## config.mk

```make
export PLATFORM = sky130hd
export DESIGN_NAME = rgb_led_arbiter
export DESIGN_NICKNAME = d
export VERILOG_FILES = /design/src/rtl/rgb_led_arbiter.sv
export SDC_FILE = /design/constraint.sdc
export NUM_CORES = 1
export LEC_CHECK = 0
export CORE_ASPECT_RATIO = 0.8
export CORE_MARGIN = 1
export CORE_UTILIZATION = 50
export CTS_CLUSTER_DIAMETER = 100
export DETAILED_ROUTE_END_ITERATION = 16
export PLACE_DENSITY = 0.74
export SLEW_MARGIN = 10
export SYNTH_ARGS = -nofsm -noshare
export SYNTH_HDL_FRONTEND = slang
export SYNTH_SLANG_ARGS = --single-unit
export TNS_END_PERCENT = 50
```

## constraint.sdc

```tcl
create_clock -name clk -period 3.7 [get_ports clk]
set_input_delay 0.74 -clock clk [delete_from_list [all_inputs] [get_ports clk]]
set_output_delay 0.74 -clock clk [all_outputs]
set_load 0.02 [all_outputs]
```

## src/rtl/rgb_led_arbiter.sv

```systemverilog
// Fixed-priority owner of the shared RGB LED, with a minimum hold time before preemption.
// The owner's color is shown with an optional grant-aligned blink and global PWM dimming.
module rgb_led_arbiter #(
  parameter int CLK_FREQUENCY   = 48000000,
  parameter int N_REQ           = 4,
  parameter bit RGB_LOGIC_LEVEL = 1'b0,
  parameter int MIN_HOLD_MS     = 100,
  parameter int BLINK_PERIOD_MS = 500,
  parameter int PWM_BITS        = 8
) (
  input  logic                  clk,
  input  logic                  sys_rst,
  input  logic [N_REQ-1:0]      req,
  input  logic [3*N_REQ-1:0]    req_color,
  input  logic [N_REQ-1:0]      req_blink,
  input  logic [PWM_BITS-1:0]   brightness,
  output logic [N_REQ-1:0]      grant,
  output logic                  busy,
  output logic                  rgb_led0_r,
  output logic                  rgb_led0_g,
  output logic                  rgb_led0_b
);

  localparam int TICK    = CLK_FREQUENCY / 1000;
  localparam int PRE_W   = (TICK > 1) ? $clog2(TICK) : 1;
  localparam int HOLD_W  = $clog2(MIN_HOLD_MS + 1);
  localparam int HALF    = BLINK_PERIOD_MS / 2;
  localparam int BLINK_W = (HALF > 1) ? $clog2(HALF) : 1;
  localparam int IDX_W   = $clog2(N_REQ);

  typedef enum logic [1:0] {IDLE, HOLD, OWNED} state_t;

  state_t              state, state_nx;
  logic [IDX_W-1:0]    owner, owner_nx;
  logic                handover;
  logic [PRE_W-1:0]    pre_cnt;
  logic [HOLD_W-1:0]   hold_ms;
  logic [BLINK_W-1:0]  blink_cnt;
  logic                blink_on;
  logic [PWM_BITS-1:0] pwm_cnt;
  logic [2:0]          pads_p1;

  logic                ms_tick;
  logic                hold_done;
  logic [IDX_W-1:0]    low_idx;
  logic [2:0]          lit;
  logic                show;

  function automatic logic [IDX_W-1:0] lowest_idx(input logic [N_REQ-1:0] v);
    logic [IDX_W-1:0] idx;
    idx = '0;
    for (int i = N_REQ - 1; i >= 0; i--) begin
      if (v[i]) idx = IDX_W'(i);
    end
    return idx;
  endfunction

  assign ms_tick   = (pre_cnt == PRE_W'(TICK - 1));
  assign hold_done = ms_tick && (hold_ms == HOLD_W'(MIN_HOLD_MS - 1));
  assign low_idx   = lowest_idx(req);
  assign busy      = (state != IDLE);

  always_comb begin
    state_nx = state;
    owner_nx = owner;
    handover = 1'b0;
    case (state)
      IDLE: begin
        if (|req) begin
          state_nx = HOLD;
          owner_nx = low_idx;
          handover = 1'b1;
        end
      end
      HOLD: begin
        if (!req[owner]) begin
          if (|req) begin
            owner_nx = low_idx;
            handover = 1'b1;
          end else begin
            state_nx = IDLE;
          end
        end else if (hold_done) begin
          state_nx = OWNED;
        end
      end
      OWNED: begin
        // Lowest active index differs from the owner only on preemption or release.
        if (|req) begin
          if (low_idx != owner) begin
            state_nx = HOLD;
            owner_nx = low_idx;
            handover = 1'b1;
          end
        end else begin
          state_nx = IDLE;
        end
      end
      default: state_nx = IDLE;
    endcase
  end

  always_comb begin
    show = busy && (blink_on || !req_blink[owner]) && (pwm_cnt < brightness);
    lit  = {3{show}} & req_color[3*int'(owner) +: 3];
  end

  always_ff @(posedge clk) begin
    if (sys_rst) begin
      state     <= IDLE;
      owner     <= '0;
      grant     <= '0;
      pre_cnt   <= '0;
      hold_ms   <= '0;
      blink_cnt <= '0;
      blink_on  <= 1'b1;
      pwm_cnt   <= '0;
      pads_p1   <= {3{~RGB_LOGIC_LEVEL}};
    end else begin
      state   <= state_nx;
      owner   <= owner_nx;
      grant   <= (state_nx == IDLE) ? '0 : (N_REQ'(1) << owner_nx);
      pwm_cnt <= pwm_cnt + PWM_BITS'(1);
      if (handover || state_nx == IDLE) begin
        pre_cnt   <= '0;
        hold_ms   <= '0;
        blink_cnt <= '0;
        blink_on  <= 1'b1;
      end else begin
        pre_cnt <= ms_tick ? '0 : pre_cnt + PRE_W'(1);
        if (ms_tick) begin
          if (state == HOLD) hold_ms <= hold_ms + HOLD_W'(1);
          if (blink_cnt == BLINK_W'(HALF - 1)) begin
            blink_cnt <= '0;
            blink_on  <= ~blink_on;
          end else begin
            blink_cnt <= blink_cnt + BLINK_W'(1);
          end
        end
      end
      // pad stage p1: registered drive levels
      pads_p1 <= lit ^ {3{~RGB_LOGIC_LEVEL}};
    end
  end

  assign rgb_led0_r = pads_p1[2];
  assign rgb_led0_g = pads_p1[1];
  assign rgb_led0_b = pads_p1[0];

endmodule

```

# After elaboration in Yosys (flattened, before gate mapping)
# Cells that the tools add are included.
# op_classes
n_reduce_logical	15
eq_ne	6
addsub	4
mul	1
muxes	26
shifts	2
n_lt_le_gt_ge	2
n_bitwise	3
# op_table
cell	n
two-way mux 2 bit	14
adder 16 x 1 -> 16 bit (second input constant)	1
adder 8 x 1 -> 8 bit (second input constant)	2
== test 16 bit (second input constant)	1
one-hot mux 2 bit (3 select lines)	2
variable part select 12 x 5 -> 3 bit	1
== test 8 bit (second input constant)	1
less-than comparator 8 bit	1
two-way mux 8 bit	1
adder 7 x 1 -> 7 bit (second input constant)	1
== test 7 bit (second input constant)	1
two-way mux 1 bit	6
binary-select mux 1 bit (select 2 bit)	2
logical NOT 2 bit	2
multiplier 2 x 2 -> 4 bit (first input constant)	1
AND reduction 2 bit	2
OR reduction 2 bit	2
OR reduction 4 bit	1
<< shifter 1 x 2 -> 4 bit (first input constant)	1
AND 3 bit	1
logical AND 1 bit	3
less-than comparator 2 x 3 -> 1 bit (second input constant)	1
NOT 3 bit	1
one-hot mux 1 bit (3 select lines)	1
other kinds (8)	9
# totals
reg_bits	51
inputBits	30

# Logic depth before layout (Yosys ltp)
# logic_depth
ltp_word	11
mapped_depth	7

# Least setup slack after synthesis
# No wires, ideal clock.
# synth_path
path_type	input to register
start	input req[3]
end	register pre_cnt[11]
setup_ns	0.132
arrival_time_ns	1.862
cell_stages	5
path_slack_ns	1.706
cell_sequence	mux4_2 and3b_1 a21oi_1 buf_2 nor3_1
# synth_between
elab_chain_cells	11
word_cells_on_any_way	22
classes_between	1 x eq/ne; 17 x mux; 4 x reduce/logical
# synth_lines
element	line_no	source
start: declaration	13	input logic [N_REQ-1:0] req,
two-way mux 2 bit (4 in a row)	53	if (v[i]) idx = IDX_W'(i);
!= test 2 bit	90	if (low_idx != owner) begin
two-way mux 2 bit	90	
two-way mux 2 bit	89	if (|req) begin
one-hot mux 2 bit (3 select lines)	67	case (state)
logical NOT 2 bit	124	if (handover || state_nx == IDLE) begin
logical OR 1 bit (*)	124	
OR reduction 3 bit (no source line) (*)	--	
end signal: assignment	130	pre_cnt <= ms_tick ? '0 : pre_cnt + PRE_W'(1);
end: declaration	36	logic [PRE_W-1:0] pre_cnt;
# Mark *: on every way between the ends. The rest lies on a longest branch, timed or not. The select of a mux whose other input is x is not followed.
# A chain may end at the register's enable or synchronous reset.

# Final worst setup path
# layout_path
start	input req[1]
end	register pre_cnt[5]
# layout_between
elab_chain_cells	9
word_cells_on_any_way	20
classes_between	1 x eq/ne; 15 x mux; 4 x reduce/logical
# layout_lines
element	line_no
two-way mux 2 bit (2 in a row)	53
!= test 2 bit	90
two-way mux 2 bit	90
two-way mux 2 bit	89
one-hot mux 2 bit (3 select lines)	67
logical NOT 2 bit	124
logical OR 1 bit (*)	124
OR reduction 3 bit (no source line) (*)	--
# Marks and branches as above.

==> reports/results.tsv <==
stage	metric	value	unit
status	status	finished, final reports clean	
place	place_hpwl	3940	um
sta	finClkSkew	4.78	ps
global_route	antenna_found_initial	0	
power_and_ir_drop	power.leakage	1.11	nW
critical_path	worstRegToRegCells	7	
sta	max_freq	0.388	GHz
cts	cts_hold_buffers	0	
synthesis	synth_top_area_share	0.393	
critical_path	rrSetupSlack	1320	ps
sta	setup_violations	0	
route	drc	0	
cts	cts_tree	built	
sta	worst_pin_slew	837	ps
global_route	grt_pass1_wl	8440	um
global_route	grt_max_degree	17	
global_route	grt_pass1_vias	1906	
cts	clk_path_buf_depth	2	
die	core_area	5010	um2
final_layout	final_cell_mix	dfxtp_1 (51), nor2_1 (40), clkdlybuf4s50_1 (37)	
global_route	grt_util_met3	0.0411	
critical_path	worst_ep_required_time	3860	ps
route	drtIter0Drc	99	
synthesis	yosysSeqAreaShare	0.393	
die	ios	38	
synthesis	synth.avg_cell_area	8.72	um2
critical_path	cp_slowest_cell	clkdlybuf4s50_1	
die	rows	23	
power_and_ir_drop	power_density	332	nW/um2
critical_path	crit_path_max_fanout	14	
synthesis	yosys_warnings	0	
die	dieWidth	82.6	um
final_layout	final_layout_size_suffix_gt1_frac	0.0769	
sta	whs	454	ps
synthesis	syn_inst	298	
global_route	busiest_layer	met1	
synthesis	async_flop_share	0	
synthesis	ys_ff_latch	51	
final_layout	nets	379	
sta	relSlewSlack	0.438	
final_layout	antenna_cells	0	
die	die_y	66.5	um
sta	hold_violations	0	
synthesis	synth_edf_count	0	
critical_path	crit_path_cell_trace	clkdlybuf4s50_1 -> mux4_2 -> and3b_1 -> a21oi_2 -> buf_4 -> nor3_1	
job	drv_cap	0	
synthesis	synth_top_cell_by_area	dfxtp_1	
route	ant_nets	0	
final_layout	syn_to_final_growth	21.1	%
global_route	track_usage	0.203	
die	start_util	0.519	
sta	rsz0062_at_grt	false	
power_and_ir_drop	fin_total_pwr	1.05	mW
critical_path	slowest_delay	530	ps
route	post_drt_wl_per_cell	13.1	um
sta	drv_slew	0	
die	dieArea	5490	um2
cts	cts.sinks	51	
place	gp_congestion	0.797	
cts	cts_setup_buffers	0	
cts	path_clk_slew	80	ps
critical_path	crit_path_end	pre_cnt[5]	
critical_path	reg2reg_to	hold_ms[6]	
global_route	grt.overflow.total	0	
synthesis	syn_nets	340	
route	first_pass_iters	5	
sta	fin_crit_sh	0.697	
cts	cts_buffers	5	
global_route	met1_usage	0.296	
worst_hold_path	holdCritPathClass	flop to flop	
critical_path	critPathLaunchType	input port	
synthesis	ys.flop_type	dfxtp_1	
route	wl	5240	um
critical_path	critPathKind	input port to flop	
cts	ctsResizeCount	0	
critical_path	reg2reg_from	pre_cnt[0]	
critical_path	startpoint	req[1]	
critical_path	worstPathArrival	2740	ps
synthesis	synth.distinct_cells	45	
route	num_vias	2185	
cts	insertion_delay	300	ps
sta	min_period	2580	ps
synthesis	synth_area	2600	um2
cts	cts-root-buf	clkbuf_8	
sta	setup_tns	0	ps
final_layout	final_common_cell	dfxtp_1	
synthesis	synthTopCellsByArea	dfxtp_1 (39%), ha_1 (5.8%), nor2_1 (5.8%)	
place	portBuffers	37	
cts	h-tree-depth	2	
power_and_ir_drop	peakVddDrop	0.000233	V
route	vias_per_cell	5.46	
global_route	global_route.usage.met2	0.295	
critical_path	crit_path_end_kind	flop	
## cells by family after synthesis
kind of cell | synth area share
DFF | 0.393
xor gates and xnor gates | 0.0876
adders and majority gates | 0.0578
and+or+nand+nor | 0.273
buffers and inverters | 0.0385
muxes | 0.0636
AOI/OAI and AO/OA | 0.0867
## worst max-delay path, delay by kind of cell
family | cells | cell delay [ps]
buffers and inverters | 2 | 820
AO/OA/AOI/OAI | 1 | 400
multiplexers | 1 | 500
AND/OR/NAND/NOR | 2 | 290
## worst min path at each step
stage / startpoint / to / slack, ps / depth (start not counted)
2_1_floorplan: pwm_cnt[0] / pwm_cnt[0] / 410 / 1
3_3_place_gp: pwm_cnt[0] / pwm_cnt[0] / 420 / 1
3_5_place_dp: pwm_cnt[0] / pwm_cnt[0] / 440 / 1
4_1_cts: pwm_cnt[0] / pwm_cnt[0] / 460 / 1
5_1_grt: pwm_cnt[0] / pwm_cnt[0] / 470 / 1
6_report: pwm_cnt[0] / pwm_cnt[0] / 450 / 1
## cell usage after synthesis (all sizes together), types with 5 or more instances
cell type and number:
a21oi 15, ha 12, buf 7, o21ai 7, dfxtp 51, xnor2 15, mux4 5, nor2 40
xor2 11, inv 14, nand2 21, nand3 14, nand4 7, nor3 18
## where the power goes
| group | internal (mW) | total, mW | switching [mW] |
|---|---|---|---|
| Clock | 0.171 | 0.344 | 0.174 |
| Sequential | 0.560 | 0.570 | 0.0102 |
| Combinational | 0.0744 | 0.132 | 0.0573 |
## stage by stage
| stage | std cells | utilization | setup WS, ps | area [um2] |
|---|---|---|---|---|
| finish | 400 | 0.628 | 1120 | 3150 |
| global route | 400 | 0.628 | 1020 | 3150 |
| CTS | 400 | 0.628 | 1140 | 3150 |
| detailed placement | 392 | 0.608 | 817 | 3050 |
| global placement | 392 | 0.608 | 884 | 3050 |
| floorplan | 298 | - | 1710 | 2600 |
## routing by layer
metal,vias up,routed length [um]
met5,-,0
met4,0,40
met3,4,177
met2,41,2290
met1,1010,2730
li1,1130,-
## area by class of cell
| class | count | area (um2) |
|---|---|---|
| Clock buffer | 8 | 100 |
| Fill cell | 455 | 1860 |
| Inverter | 14 | 52.6 |
| Multi-Input combinational cell | 223 | 1490 |
| Sequential cell | 51 | 1020 |
| Tap cell | 62 | 77.6 |
| Timing Repair Buffer | 42 | 408 |
## state kept, by name, indices dropped and copies added (netlist names)
signal / cells
blink_cnt: 8
blink_on: 1
grant: 4
hold_ms: 7
owner: 2
pads_p1: 3
pre_cnt: 16
pwm_cnt: 8
state: 2
(Power assumes the default switching activity.)
